==> config.mk <==
export PLATFORM = sky130hd
export DESIGN_NAME = handshake_fifo_buffer
export DESIGN_NICKNAME = d
export VERILOG_FILES = /design/src/rtl/handshake_pkg.sv /design/src/rtl/handshake_fifo_mem.sv /design/src/rtl/handshake_fifo_buffer.sv
export SDC_FILE = /design/constraint.sdc
export NUM_CORES = 1
export LEC_CHECK = 0
export ABC_AREA = 1
export BUFFER_PORTS_ARGS = -buffer_cell sky130_fd_sc_hd__buf_4
export CORE_MARGIN = 1
export CORE_UTILIZATION = 35
export CTS_BUF_LIST = sky130_fd_sc_hd__clkbuf_2
export CTS_CLUSTER_SIZE = 25
export DETAILED_ROUTE_END_ITERATION = 16
export GPL_TIMING_DRIVEN = 0
export MAX_ROUTING_LAYER = met4
export PLACE_DENSITY = 0.63
export REMOVE_ABC_BUFFERS = 1
export SYNTH_ARGS = -nofsm -noshare
export SYNTH_HDL_FRONTEND = slang
export SYNTH_HIERARCHICAL = 1
export SYNTH_SLANG_ARGS = --single-unit
export TNS_END_PERCENT = 5
==> constraint.sdc <==
create_clock -name clk -period 5 [get_ports clk]
set_input_delay 1 -clock clk [delete_from_list [all_inputs] [get_ports clk]]
set_output_delay 1 -clock clk [all_outputs]
set_load 0.01 [all_outputs]
==> src/rtl/handshake_pkg.sv <==
// Shared helpers for the handshake fabric buffers.
//
// Contents:
//   clog2()     - ceiling log2 usable in constant expressions
//   ptr_width() - width of a slot index for an n-slot FIFO (never below 1)
//   cnt_width() - width of an occupancy counter able to hold 0..n
package handshake_pkg;

  localparam int unsigned DEFAULT_DATA_WIDTH = 32;
  localparam int unsigned DEFAULT_NUM_SLOTS  = 4;

  // Smallest r with 2**r >= value; clog2(0) = clog2(1) = 0.
  function automatic int unsigned clog2(input int unsigned value);
    int unsigned r;
    r = 0;
    for (int i = 0; i < 32; i++) begin
      if ((32'd1 << i) < value) r = i + 1;
    end
    return r;
  endfunction

  // A single-slot FIFO still needs a one-bit pointer so the ports stay legal.
  function automatic int unsigned ptr_width(input int unsigned num_slots);
    return (clog2(num_slots) < 1) ? 1 : clog2(num_slots);
  endfunction

  function automatic int unsigned cnt_width(input int unsigned num_slots);
    return clog2(num_slots + 1);
  endfunction

endpackage

==> src/rtl/handshake_fifo_mem.sv <==
// Register-file storage for handshake_fifo_buffer.
//
// Ports:
//   clk   - rising-edge clock
//   we    - write enable, writes wdata to slot waddr at the clock edge
//   waddr - write slot index
//   wdata - write data
//   raddr - read slot index (asynchronous read)
//   rdata - contents of slot raddr
//
// Contents are deliberately not reset; the owning FIFO never presents a slot
// that has not been written since its last reset.
module handshake_fifo_mem
  import handshake_pkg::*;
#(
  parameter int unsigned DATA_WIDTH = DEFAULT_DATA_WIDTH,
  parameter int unsigned NUM_SLOTS  = DEFAULT_NUM_SLOTS,
  parameter int unsigned PW         = ptr_width(NUM_SLOTS)
) (
  input  logic                  clk,
  input  logic                  we,
  input  logic [PW-1:0]         waddr,
  input  logic [DATA_WIDTH-1:0] wdata,
  input  logic [PW-1:0]         raddr,
  output logic [DATA_WIDTH-1:0] rdata
);

  logic [DATA_WIDTH-1:0] mem_q [NUM_SLOTS];

  always_ff @(posedge clk) begin
    if (we) mem_q[waddr] <= wdata;
  end

  assign rdata = mem_q[raddr];

endmodule

==> src/rtl/handshake_fifo_buffer.sv <==
// Opaque elastic FIFO for the valid/ready dataflow fabric.
//
// Ports:
//   clk        - rising-edge clock
//   rst        - synchronous active-high reset
//   ins        - incoming token data
//   ins_valid  - producer offers a token
//   ins_ready  - buffer has a free slot (depends on registered state only)
//   outs       - head-of-FIFO data (don't-care while outs_valid is low)
//   outs_valid - a head token is present (depends on registered state only)
//   outs_ready - consumer accepts the head token
//
// Handshake: a token moves across an interface in any cycle where both valid
// and ready are high at the rising edge. Neither ready nor valid produced here
// looks at the opposite side's inputs, so no combinational path crosses the
// buffer and a token written in cycle N is first visible in cycle N+1.
module handshake_fifo_buffer
  import handshake_pkg::*;
#(
  parameter int unsigned DATA_WIDTH = DEFAULT_DATA_WIDTH,
  parameter int unsigned NUM_SLOTS  = DEFAULT_NUM_SLOTS
) (
  input  logic                  clk,
  input  logic                  rst,
  input  logic [DATA_WIDTH-1:0] ins,
  input  logic                  ins_valid,
  output logic                  ins_ready,
  output logic [DATA_WIDTH-1:0] outs,
  output logic                  outs_valid,
  input  logic                  outs_ready
);

  localparam int unsigned PW = ptr_width(NUM_SLOTS);
  localparam int unsigned CW = cnt_width(NUM_SLOTS);

  logic [PW-1:0] head_q, head_d;
  logic [PW-1:0] tail_q, tail_d;
  logic [CW-1:0] count_q, count_d;

  logic full, empty, push, pop;

  // Explicit wrap so non-power-of-two depths work.
  function automatic logic [PW-1:0] ptr_next(input logic [PW-1:0] p);
    return (p == PW'(NUM_SLOTS - 1)) ? '0 : p + PW'(1);
  endfunction

  assign full       = (count_q == CW'(NUM_SLOTS));
  assign empty      = (count_q == '0);
  assign ins_ready  = !full;
  assign outs_valid = !empty;
  assign push       = ins_valid && ins_ready;
  assign pop        = outs_valid && outs_ready;

  always_comb begin
    head_d  = head_q;
    tail_d  = tail_q;
    count_d = count_q;
    if (push) tail_d = ptr_next(tail_q);
    if (pop)  head_d = ptr_next(head_q);
    unique case ({push, pop})
      2'b10:   count_d = count_q + CW'(1);
      2'b01:   count_d = count_q - CW'(1);
      default: count_d = count_q;
    endcase
  end

  always_ff @(posedge clk) begin
    if (rst) begin
      head_q  <= '0;
      tail_q  <= '0;
      count_q <= '0;
    end else begin
      head_q  <= head_d;
      tail_q  <= tail_d;
      count_q <= count_d;
    end
  end

  // A push in a reset cycle must not leave a stale write behind.
  handshake_fifo_mem #(
    .DATA_WIDTH (DATA_WIDTH),
    .NUM_SLOTS  (NUM_SLOTS),
    .PW         (PW)
  ) u_mem (
    .clk   (clk),
    .we    (push && !rst),
    .waddr (tail_q),
    .wdata (ins),
    .raddr (head_q),
    .rdata (outs)
  );

endmodule

==> Word-level counts from Yosys, hierarchy flattened <==
Memories as Yosys holds them, arrays and structs flattened. A register that Yosys moved wholly into a read port is not among the register bits.
Cells that the tools add are included.
Widths: inputs -> output; s select.
{ "op_classes": {"n_addsub": 4, "n_eq_ne": 5, "mux": 7, "reduce_logical": 8} }
{ "ops": {"columns": ["op", "n"], "rows": [
  ["$mux 2", 4],
  ["$eq 2x2->1 const B", 3],
  ["$pmux 3 s2", 1],
  ["$add 2x1->2 const B", 2],
  ["$add 3x1->3 const B", 1],
  ["$eq 3x3->1 const B", 1],
  ["$logic_and 1x1->1", 3],
  ["$logic_not 1->1", 3],
  ["$logic_not 3->1", 1],
  ["$sub 3x1->3 const B", 1],
  ["$eq 2x1->1 const B", 1],
  ["$mux 1", 2],
  ["$reduce_bool 2->1", 1]
]} }
{ "word_totals": {"regBits": 7, "ram_bits": 128, "memories": 1} }
{ "memory_table": {"columns": ["name", "words", "word_bits", "rd", "rd_clocked_by_memory_dff", "wr", "line", "rtl"], "rows": [
  ["u_mem.mem_q", 4, 32, 1, 1, 1, "handshake_fifo_mem.sv:28", "logic [DATA_WIDTH-1:0] mem_q [NUM_SLOTS];"]
]} }

==> Longest topological paths before layout <==
{ "depth": {"depth_word": 6, "mapped_depth": 13, "depth_no_buf": 13} }

==> By module <==
Netlist, hierarchy kept.
{ "by_module_without_submodules": {"columns": ["mod", "instances", "cells_per_inst", "area_each_um2", "seq_area_each_um2"], "rows": [
  ["handshake_fifo_mem", 1, 509, 5437.7, 3843.7],
  ["handshake_fifo_buffer", 1, 57, 421.7, 140.1]
]} }

==> Least setup slack after synthesis <==
OpenSTA, ideal clock, no wires.
{ "synth_timing": {"path_type": "input -> register", "startpoint": "in ins_valid", "endpoint": "mem u_mem/mem_q[1][0] in the netlist's numbering (enable)", "setup_ps": 461, "t_arrival_ps": 3396, "t_required_ps": 4539, "path_slack_ps": 1142, "cell_stages": 4, "path_cell_list": "nand2_4 > nor2_1 > inv_1 > nor3_1"} }
{ "synth_between": {"elab_chain_len": 4} }
{ "synth_rtl": {"columns": ["item", "line", "rtl"], "rows": [
  ["start, declared", "handshake_fifo_buffer.sv:26", "input logic ins_valid,"],
  ["$logic_and 1x1->1", "handshake_fifo_buffer.sv:51", "assign push = ins_valid && ins_ready;"],
  ["$logic_and 1x1->1", "handshake_fifo_buffer.sv:86", ".we (push && !rst),"],
  ["$mux 1", "handshake_fifo_mem.sv:31", "if (we) mem_q[waddr] <= wdata;"],
  ["$mux 1 (implied by the code)", "handshake_fifo_mem.sv:31", null],
  ["end, declared", "handshake_fifo_mem.sv:28", null]
]} }
Every way passes these cells.

==> run metrics <==
status finished, final reports clean; Post-synth top cells nand2_1 (170), inv_1 (142), edfxtp_1 (128); Crit-path slowest cell dfxtp_2; area leader, netlist edfxtp_1; placed cells 845; DP Area 0.00669 mm^2; Top Ports 70; Mapped Area 0.00586 mm^2; DRT Wirelength 12,000 um; synth unique cells 20; # nets final 689; Clock transition at path regs 0.21 ns; Max Buffers Root-to-Sink 2; final hold violation count 0; dpl hpwl 7870 um; Post-Place Setup Slack 1.55 ns; first-pass GRT wire length 19,100 um; starting DRC count in detailed routing 275; post-synthesis sequential area ratio 68.0%; initial core utilization 36.4%; CP Cell Sequence clkinv_1 -> buf_16 -> nand3_1 -> nand2_1 -> buf_4; Core Area 0.0161 mm^2; die area 0.0173 mm^2; Post-Layout Cell Count 878; CTS buffer count 17; cts hold-fix bufs 0; PostCTS Resize Cnt 0; Critical Path RT 4.00 ns; Antenna Nets Post-Route 0; RePlAce Congestion 0.717; Die Y 131 um; TritonCTS clock tree yes; global router's overall resource usage 15.3%; detailed-route DRC error count 0; clock root cell clkbuf_2; post-route cell area 0.00703 mm^2; DR WL/cell 13.7 um; worst ir drop on vdd 0.257 mV; Slew Limit Headroom 25.7%; FILL cells 1,481; final worst slack 0.844 ns; worst hold path type in2reg; unrepaired setup endpoints after global routing no; clock sink count 135; CP endpoint kind output port; Post-synth EDFFs 128; final setup TNS 0 ns; Worst Path Arrival 3.16 ns; Slew @ Worst Pin 1.11 ns; Yosys warnings 6; main flop type after synthesis edfxtp_1; number of vias per cell 4.38; initial antenna violation count 0; syn avg cell area 10.4 um^2; Tmin final 4.16 ns; grt ovf 0; vias in the first global route 3,943; Fmax achieved 0.241 GHz; crit-path max FO 35; critical path class reg2out; TritonRoute pass-1 iters 5; fin crit share 83.1%; Synth Register Bits 135; fin. max-slew vios 0; count leader, synth nand2_1; max cap viols 0; Pleak 0.00323 uW; PwrDens 444 mW/mm^2; top-area cell type share of the netlist area 65.6%; antenna fix cells 0; Clock Latency Late Sink 0.67 ns; postcts setup bufs 0; final core occ 43.6%; Area Overhead vs Synth 19.9%; Area contributors post-synth edfxtp_1 (66%), nand2_1 (11%), inv_1 (9.1%); Max stage delay on crit path 0.95 ns; number of buffers added on ports 69; Die Span X 131 um; setup-violating endpoint count in the final report 0; asr flop ratio synth 0%; largest net degree at the start of global routing 65; htree depth 4; row count 46; cells after synthesis 566; share of layout cells above drive strength 1 19.5%; Vias 3,842; Worst setup SP type flop; Clock Skews 0.0285 ns
[final cells by class]
| type | instances | area [um^2] | area share [%] |
|---|---|---|---|
| clock buffers | 17 | 85.1 | 1.21 |
| clock inverters | 15 | 226 | 3.22 |
| inverters | 144 | 541 | 7.69 |
| multi-input cells | 267 | 1200 | 17.1 |
| flip-flops and latches | 135 | 3990 | 56.7 |
| well taps | 216 | 270 | 3.85 |
| repair buffers | 84 | 716 | 10.2 |
[sequential cells by signal, indices dropped and copies added, names as in the netlist]
signal       flops
head_q           2
count_q          3
tail_q           2
u_mem/mem_q    128
[power by group]
part	total, uW	internal [uW]	switching, uW
Sequential	1410	1310	96.4
Clock	772	382	391
Combinational	938	402	536
Total	3120	2090	1020
[cells by family (layout without fill, tap and decap cells)]
| logic type | after synthesis | after routing | share of synthesized area [%] |
|---|---|---|---|
| buf+inv | 164 | 260 | 11.9 |
| flops | 135 | 135 | 68.0 |
| fa+ha+maj | 4 | 4 | 0.982 |
| compound gates | 6 | 6 | 0.513 |
| simple gates | 257 | 257 | 18.7 |
[placed cells by master (no fill, tap or decap), drive strengths merged]
| master | netlist | layout |
|---|---|---|
| dfxtp | 7 | 7 |
| nand4 | 1 | 1 |
| nor3 | 4 | 4 |
| edfxtp | 128 | 128 |
| nand3b | 2 | 2 |
| clkbuf | 0 | 17 |
| buf | 20 | 84 |
| ha | 3 | 3 |
| a21oi | 4 | 4 |
| inv | 144 | 145 |
| o21ai | 2 | 2 |
| clkinvlp | 0 | 3 |
| nand2 | 174 | 174 |
| clkinv | 0 | 6 |
| bufinv | 0 | 5 |
| fa | 1 | 1 |
| nand3 | 65 | 65 |
| nor2 | 11 | 11 |
[path summary, 6_finish.rpt]
check        startpoint                  to  slack [ns]  cells past startpoint
min             ins[10]  u_mem/mem_q[1][10]        0.51                      1
max reg2reg  count_q[0]  u_mem/mem_q[0][18]        2.70                      8
max           head_q[1]            outs[13]        0.84                      5
min reg2reg  count_q[0]          count_q[0]        0.55                      1
[through the flow]
stage / total power (uW) / hold slack (ns)
after floorplan: 1900 / 0.475
after global placement: 2330 / 0.496
after detailed placement: 2370 / 0.505
after CTS: 3150 / 0.415
after global routing: 3310 / 0.383
final: 3120 / 0.507
[critical path: cells and delay by family (launching register included)]
kind / cells / cell delay (ns)
simple gates: 2 / 0.18
buf+inv: 3 / 1.35
flops: 1 / 0.95
[routing by layer]
metal  track usage (%)  vias up  routed length (um)
met2              26.2      104                6300
met5                 -        -                   0
met1              16.7     1800                4830
met3              5.29        2                 866
met4              4.46        0                  36
li1                  -     1936                   -
No activity file was read; power rests on OpenSTA's default activity.
